## src/rtl/sha256_msg_schedule_pkg.sv

```systemverilog
// Shared SHA-256 constants, types and the small sigma helpers.
// Used by the message-schedule expander and by the round engine.
// Pure declarations: no state, no clocking.
package sha256_msg_schedule_pkg;

  localparam int SHA256_WORD_W = 32;
  localparam int SHA256_BLK_W  = 512;
  localparam int SHA256_ROUNDS = 64;
  localparam int SHA256_WINDOW = 16;
  localparam int SHA256_IDX_W  = 6;

  // Rotate/shift amounts for the two small sigma functions.
  localparam int SIG0_ROT_A = 7;
  localparam int SIG0_ROT_B = 18;
  localparam int SIG0_SHR   = 3;
  localparam int SIG1_ROT_A = 17;
  localparam int SIG1_ROT_B = 19;
  localparam int SIG1_SHR   = 10;

  typedef logic [SHA256_WORD_W-1:0] word_t;
  typedef logic [SHA256_IDX_W-1:0]  idx_t;

  typedef enum logic {
    ST_IDLE = 1'b0,
    ST_RUN  = 1'b1
  } sched_state_e;

  function automatic word_t rotr(input word_t x, input int unsigned n);
    return (x >> n) | (x << (SHA256_WORD_W - n));
  endfunction

  function automatic word_t sig0(input word_t x);
    return rotr(x, SIG0_ROT_A) ^ rotr(x, SIG0_ROT_B) ^ (x >> SIG0_SHR);
  endfunction

  function automatic word_t sig1(input word_t x);
    return rotr(x, SIG1_ROT_A) ^ rotr(x, SIG1_ROT_B) ^ (x >> SIG1_SHR);
  endfunction

  // Word i of a block, most significant word first (word 0 = bits 511:480).
  function automatic word_t blk_word(input logic [SHA256_BLK_W-1:0] blk, input int unsigned i);
    return blk[SHA256_BLK_W-1-SHA256_WORD_W*i -: SHA256_WORD_W];
  endfunction

endpackage

```

## src/rtl/sha256_sched_sum.sv

```systemverilog
// Next schedule word: sig1(r14) + r9 + sig0(r1) + r0, modulo 2^32.
// Latency: purely combinational.
// Backpressure: none; the caller decides when the result is captured.
module sha256_sched_sum
  import sha256_msg_schedule_pkg::*;
(
  input  logic [SHA256_WORD_W-1:0] r0_i,
  input  logic [SHA256_WORD_W-1:0] r1_i,
  input  logic [SHA256_WORD_W-1:0] r9_i,
  input  logic [SHA256_WORD_W-1:0] r14_i,
  output logic [SHA256_WORD_W-1:0] w_new_o
);

  word_t s0;
  word_t s1;

  // Sigma terms and the 4-input sum; the carry out of bit 31 is simply dropped.
  always_comb begin
    s0      = sig0(r1_i);
    s1      = sig1(r14_i);
    w_new_o = s1 + r9_i + s0 + r0_i;
  end

endmodule

```

## src/rtl/sha256_msg_schedule.sv

```systemverilog
// SHA-256 message-schedule expander: loads a 512-bit block, streams W[0..ROUNDS-1].
// Latency: start accepted in cycle N -> W[0] valid in cycle N+1; one word per accept.
// Backpressure: w_valid & !w_ready holds word, index and window; start ignored while busy.
module sha256_msg_schedule
  import sha256_msg_schedule_pkg::*;
#(
  parameter int ROUNDS = SHA256_ROUNDS
)(
  input  logic                     clk,
  input  logic                     rst,
  input  logic                     start,
  input  logic [SHA256_BLK_W-1:0]  blk_in,
  output logic                     busy,
  output logic                     w_valid,
  input  logic                     w_ready,
  output logic [SHA256_WORD_W-1:0] w_out,
  output logic [SHA256_IDX_W-1:0]  w_idx,
  output logic                     done
);

  localparam idx_t LAST_IDX = idx_t'(ROUNDS - 1);

  sched_state_e state_q, state_d;
  idx_t         t_q, t_d;
  logic         done_q, done_d;
  word_t        win_q [SHA256_WINDOW];
  word_t        win_d [SHA256_WINDOW];
  word_t        w_new;

  // W[t+16] from the current window; only captured when the window shifts.
  sha256_sched_sum u_sum (
    .r0_i    (win_q[0]),
    .r1_i    (win_q[1]),
    .r9_i    (win_q[9]),
    .r14_i   (win_q[14]),
    .w_new_o (w_new)
  );

  // Next-state logic: load on start in IDLE, shift/advance on every accepted word in RUN.
  always_comb begin
    state_d = state_q;
    t_d     = t_q;
    done_d  = 1'b0;
    for (int i = 0; i < SHA256_WINDOW; i++) begin
      win_d[i] = win_q[i];
    end

    unique case (state_q)
      ST_IDLE: begin
        if (start) begin
          for (int i = 0; i < SHA256_WINDOW; i++) begin
            win_d[i] = blk_word(blk_in, i);
          end
          t_d     = '0;
          state_d = ST_RUN;
        end
      end
      ST_RUN: begin
        if (w_ready) begin
          if (t_q == LAST_IDX) begin
            // Final word taken: the window is left as is, it is never emitted again.
            state_d = ST_IDLE;
            t_d     = '0;
            done_d  = 1'b1;
          end else begin
            t_d = t_q + idx_t'(1);
            for (int i = 0; i < SHA256_WINDOW - 1; i++) begin
              win_d[i] = win_q[i+1];
            end
            win_d[SHA256_WINDOW-1] = w_new;
          end
        end
      end
      default: state_d = ST_IDLE;
    endcase
  end

  // State, counter and window registers; reset clears everything so no block resumes.
  always_ff @(posedge clk or posedge rst) begin
    if (rst) begin
      state_q <= ST_IDLE;
      t_q     <= '0;
      done_q  <= 1'b0;
      for (int i = 0; i < SHA256_WINDOW; i++) begin
        win_q[i] <= '0;
      end
    end else begin
      state_q <= state_d;
      t_q     <= t_d;
      done_q  <= done_d;
      for (int i = 0; i < SHA256_WINDOW; i++) begin
        win_q[i] <= win_d[i];
      end
    end
  end

  // The head of the window is always the word on offer.
  always_comb begin
    busy    = (state_q == ST_RUN);
    w_valid = (state_q == ST_RUN);
    w_out   = win_q[0];
    w_idx   = t_q;
    done    = done_q;
  end

endmodule

```

## config.mk

```make
export PLATFORM = sky130hd
export DESIGN_NAME = sha256_msg_schedule
export DESIGN_NICKNAME = d
export VERILOG_FILES = /design/src/rtl/sha256_msg_schedule_pkg.sv /design/src/rtl/sha256_sched_sum.sv /design/src/rtl/sha256_msg_schedule.sv
export SDC_FILE = /design/constraint.sdc
export NUM_CORES = 2
export LEC_CHECK = 0
export BUFFER_PORTS_ARGS = -buffer_cell sky130_fd_sc_hd__buf_2
export CAP_MARGIN = 10
export CORE_AREA = 5 5 273 275
export CTS_CLUSTER_DIAMETER = 60
export DETAILED_ROUTE_END_ITERATION = 10
export DIE_AREA = 0 0 278 280
export PLACE_DENSITY = 0.61
export SYNTH_ARGS = -nofsm -noshare
export SYNTH_HDL_FRONTEND = slang
export SYNTH_SLANG_ARGS = --single-unit
```

## constraint.sdc

```tcl
create_clock -name clk -period 31.1 [get_ports clk]
set_input_delay 1.555 -clock clk [delete_from_list [all_inputs] [get_ports clk]]
set_output_delay 1.555 -clock clk [all_outputs]
set_load 0.01 [all_outputs]
```

Yosys cells after proc, flatten, opt, wreduce, memory -nomap -nowiden:

Index checks and enable logic that the tools add are counted.

* bits in registers: 520
* bits of input ports: 516
* output and inout port bits: 41
* word-level logic and storage cells: 53

* add/sub/neg operators: 4
* equality and inequality tests: 4
* multiplexer cells: 15
* bitwise operators: 9
* reductions and logical operators: 2

Operator list (count)
* 2-to-1 mux 512 bit: 3
* one-hot mux 512 bit (2 select lines): 1
* adder 32 bit: 3
* XOR 32 bit: 2
* OR 13 x 32 -> 32 bit: 1
* OR 14 x 32 -> 32 bit: 1
* OR 15 x 32 -> 32 bit: 1
* OR 25 x 32 -> 32 bit: 1
* XOR 32 x 22 -> 32 bit: 1
* XOR 32 x 29 -> 32 bit: 1
* 2-to-1 mux 6 bit: 3
* one-hot mux 6 bit (2 select lines): 1
* adder 6 x 1 -> 6 bit, second input constant: 1
* equality test 6 bit, second input constant: 1
* 2-to-1 mux 1 bit: 6
* != test 2 bit, second input constant: 3
* AND reduction 3 bit: 1
* one-hot mux 1 bit (2 select lines): 1
* AND reduction 2 bit: 1
* inverter 1 bit: 1

Logic depth before layout (Yosys ltp):

* depth in word-level cells: 9
* gate-level depth with buffers: 15
* gate-level depth less buffers: 14

By module:

A second synthesis with hierarchy kept.

* cell total of the unflattened synthesis: 2308
* area total of the unflattened synthesis: 27654.0 um^2

Modules (own cells, without submodules)
* sha256_msg_schedule: instances 1, cells an instance 1780, area each 23318.6 um^2, sequential area each 13012.5 um^2
* sha256_sched_sum: instances 1, cells an instance 528, area each 4335.4 um^2, sequential area each 0.0 um^2

Least setup slack after synthesis:

Ideal clock, no wire load.

* path kind: register -> register
* from: reg win_q[50] (netlist bit)
* to: reg win_q[27] (netlist bit)
* setup time: 0.096 ns
* arrival: 3.572 ns
* required time: 31.004 ns
* slack: 27.432 ns
* cell stages (with the launch flop): 16
* buffers on the path: 1
* period minus slack after synthesis: 3.668 ns
* cells stage by stage: dfrtp_1 -> clkbuf_1 -> xor2_1 -> xnor2_1 -> fa_1 -> inv_1 -> fa_1 -> ha_1 -> fa_1 -> a21oi_1 -> o211ai_1 -> a21oi_2 -> o21ai_4 -> nand4_1 -> nand3_1 -> a311oi_2

* word-level cells in the longest chain between the ends: 9

RTL lines
* from (decl): line sha256_msg_schedule.sv:26 `word_t win_q [SHA256_WINDOW];`
* from (signal, indexed assignment): line sha256_msg_schedule.sv:92 `win_q[i] <= win_d[i];`
* OR 15 x 32 -> 32 bit: line sha256_msg_schedule_pkg.sv:29 `return (x >> n) | (x << (SHA256_WORD_W - n));`
* XOR 32 bit: line sha256_msg_schedule_pkg.sv:37 `return rotr(x, SIG1_ROT_A) ^ rotr(x, SIG1_ROT_B) ^ (x >> SIG1_SHR);`
* XOR 32 x 22 -> 32 bit *: line sha256_msg_schedule_pkg.sv:37
* adder 32 bit * (3 in series): line sha256_sched_sum.sv:21 `w_new_o = s1 + r9_i + s0 + r0_i;`
* 2-to-1 mux 512 bit *: line sha256_msg_schedule.sv:60 `if (t_q == LAST_IDX) begin`
* 2-to-1 mux 512 bit *: line sha256_msg_schedule.sv:59 `if (w_ready) begin`
* one-hot mux 512 bit (2 select lines) *: line sha256_msg_schedule.sv:48 `unique case (state_q)`

Mark *: on every way between the ends. The rest lies on a longest branch, timed or not. The select of a mux whose other input is x is not followed.
A chain may end at the register's enable or synchronous reset.

Worst setup path in the final report:

* from: reg state_q, in the netlist busy
* to: reg win_q[260] (netlist bit)

* word-level cells in the longest chain between the ends: 3
* elaborated cells between the ends (all ways): 6
* those cells by class: 3 x eq/ne; 1 x mux; 1 x bitwise; 1 x reduce/logical

RTL lines
* from (decl): line sha256_msg_schedule.sv:23 `sched_state_e state_q, state_d;`
* from (signal assigned): line sha256_msg_schedule.sv:88 `state_q <= state_d;`
* inverter 1 bit
* != test 2 bit (no line)
* AND reduction 3 bit (no line)

Parallel ways exist; a longest one is shown, timed or not.

==> results by group <==
Timing
  – Final Hold Viols: 0
  – Final worst path period share: 18.7%
  – Slew Limit Fails: 0
  – Hold_ws: 0.475 ns
  – # setup viols final: 0
  – Min Tclk post-route: 5.82 ns
  – RSZ-0062 raised after global routing: false
  – Worst-Margin Slew: 1.20 ns
  – Relative slew slack: 20.2%
  – Setup Skew: 0.0172 ns
  – Setup tns final: 0 ns
  – Fmax: 0.172 GHz

Detailed routing
  – Via/cell ratio: 5.06
  – WL/cell: 23.1 µm
  – Via count: 21800
  – Post-route DRC: 0
  – TritonRoute pass-1 iters: 6
  – 1st-iter DRT viols: 2013
  – Post-detailed-route count of antenna-violating nets: 0
  – WL final: 99.5 mm

Clocking
  – CTS resizes: 0
  – Clk sinks: 520
  – Max clock buf depth: 3
  – Htree depth: 2
  – CTS buffer count: 58
  – Clk slew on worst S/H paths: 0.06 ns
  – Worst-Skew Late Latency: 0.62 ns
  – Root buffer cell: clkbuf_16
  – CTS tree: done
  – Post-CTS Hold Fix Bufs: 0
  – Setup bufs post-CTS: 0

Pwr
  – Leakage power: 18.5 nW
  – Peak supply drop: 0.115 mV
  – Pwr Total: 0.00390 W
  – PwrDens: 116 nW/µm²

Setup path
  – CP required: 31.53 ns
  – Reg2reg setup slack: 25.28 ns
  – WS Path Type: reg -> reg
  – Critical Path Start Type: flip-flop
  – FF-to-FF End: win_q[260]
  – Crit-path max FO: 233
  – R2r startpoint: busy
  – Worst R2R Path Depth: 8
  – CP Capture Type: flip-flop
  – Crit path arrival time: 6.24 ns

Min path
  – Hold Crit Endpoint: win_q[422]
  – Hold depth: 2
  – Hold WC Path Type: reg -> reg
  – Min-delay src: win_q[422]

Floorplanning
  – Die area: 77800 µm²
  – DIE HEIGHT: 280 µm
  – Core Region: 72100 µm²
  – Initial Util: 39.5%
  – I/O pins: 557
  – Die X: 278 µm
  – FP Rows: 99

Placed design
  – Area after DPL: 31400 µm²
  – Dpl hpwl: 76.5 mm
  – Gpl congestion: 0.922
  – Port bufs: 556

Global routing
  – Total track usage: 24.7%
  – Largest net degree at the start of global routing: 314
  – Antenna violations before repair: 39
  – Vias in the first global route: 21700
  – First-pass GRT wire length: 144 mm
  – GR Overflow Total: 0

Yosys
  – Syn avg cell area: 9.83 µm²
  – Async SR Flop Fraction: 100%
  – Register area share after synthesis: 45.7%
  – Post-synth cell types: 60
  – Top cell type's share of synthesized area: 45.7%
  – Mapped cell area: 28400 µm²
  – FF+latch count, synth: 520
  – Syn_nets: 3504
  – EDFF count, synth: 0
  – Post-synth top flop: dfrtp_1
  – Synth warn: 0
  – Mapped Cells: 2894
  – Synth area leaders: dfrtp_1 (46%), mux2i_1 (17%), nand2_1 (7.0%)
  – Post-synth top area cell: dfrtp_1

Run status
  – Outcome: completed

Cells and area
  – Finished Cell Area: 33400 µm²
  – Share of cells above drive strength 1: 20.7%
  – Fill count: 6986
  – NumNets Final: 3880
  – P&R area growth vs syn: 17.6%

Run
  – Total of max-cap violations: 0
worst max-delay path: stages (launching register included):
cell and delay (ns):
dfrtp_4 0.70, buf_12 0.65, and2b_1 0.37, nor2_4 0.12
buf_4 0.67, buf_4 0.82, buf_12 0.64, buf_4 1.02
o21ai_0 0.25
layout by cell type (no fill, tap or decap), types with 5 or more instances in the layout:
master / instances
mux2i_1: 491
nor2_1: 31
clkbuf_8: 15
nand3_1: 15
nor3_1: 5
buf_2: 556
dfrtp_1: 519
inv_1: 128
clkinv_2: 10
ha_1: 32
clkbuf_16: 58
clkbuf_1: 15
and3_1: 13
a21oi_1: 56
a31oi_1: 8
o22ai_1: 7
o21ai_1: 125
nand2_1: 530
xnor2_1: 88
o21ai_0: 395
buf_12: 7
fa_1: 62
buf_4: 10
diode_2: 26
o21bai_1: 5
a21o_1: 6
xor2_1: 56
nand4_1: 8
flip-flops by register name, indices dropped and copies added (netlist names):
name   count
w_idx      6
done       1
win_q    480
busy       1
w_out     32
stage by stage:
stage | setup WS, ns | utilization, % | cells
3_3_place_gp | 25.31 | 43.6 | 4169
6_report | 25.28 | 46.4 | 4304
4_1_cts | 25.39 | 46.3 | 4278
2_1_floorplan | 15.02 | - | 2894
3_5_place_dp | 25.20 | 43.6 | 4169
5_1_grt | 24.82 | 46.4 | 4298
worst max-delay path by stage:
stage | to | start
after floorplan | busy | rst
after global placement | win_q[299] | start
after detailed placement | win_q[309] | start
after CTS | win_q[309] | busy
after global routing | win_q[260] | busy
final | win_q[260] | busy
where the power goes:
| part | internal (W) | leakage [nW] | switching [W] | total, W |
|---|---|---|---|---|
| clock network | 0.000414 | 0.974 | 0.000295 | 0.000709 |
| registers | 0.000856 | 6.74 | 0.000201 | 0.00106 |
| logic | 0.000840 | 10.8 | 0.00129 | 0.00213 |
| total | 0.00211 | 18.5 | 0.00179 | 0.00390 |
cell usage after synthesis (all sizes together) (15+ instances only):
library cell,n
nor2,32
dfrtp,520
fa,62
xor2,56
ha,32
inv,129
clkbuf,153
a21oi,60
nand3,15
nand2,530
xnor2,88
mux2i,491
o21ai,521
buf,104
metal layers:
metal  part of all wire, %  routed length (µm)  vias to the layer above  global-route usage, %
met5                  0.16                 157                        -                      0
met2                    47               46900                      625                   39.9
li1                      -                   -                    10500                      -
met1                    43               43100                    10400                   33.6
met4                   2.5                2470                       26                   6.59
met3                   7.0                7000                      147                   6.06
layout make-up:
cell class              count  area (µm²)  area share [%]
multi-input cells        1988       13700            41.0
clock inverters            21         253           0.756
clock buffers              88        1710            5.12
diodes                     26        65.1           0.195
well taps                 959        1200            3.59
repair buffers            573        3000            8.96
flip-flops and latches    520       13000            38.9
inverters                 129         492            1.47
cells by family after synthesis:
kind of cell / synth area share [%]
compound gates: 11.9
mux: 17.3
xor+xnor: 4.43
simple gates: 8.73
flops: 45.7
buf+inv: 6.07
fa+ha+maj: 5.77
(Power assumes the default switching activity.)
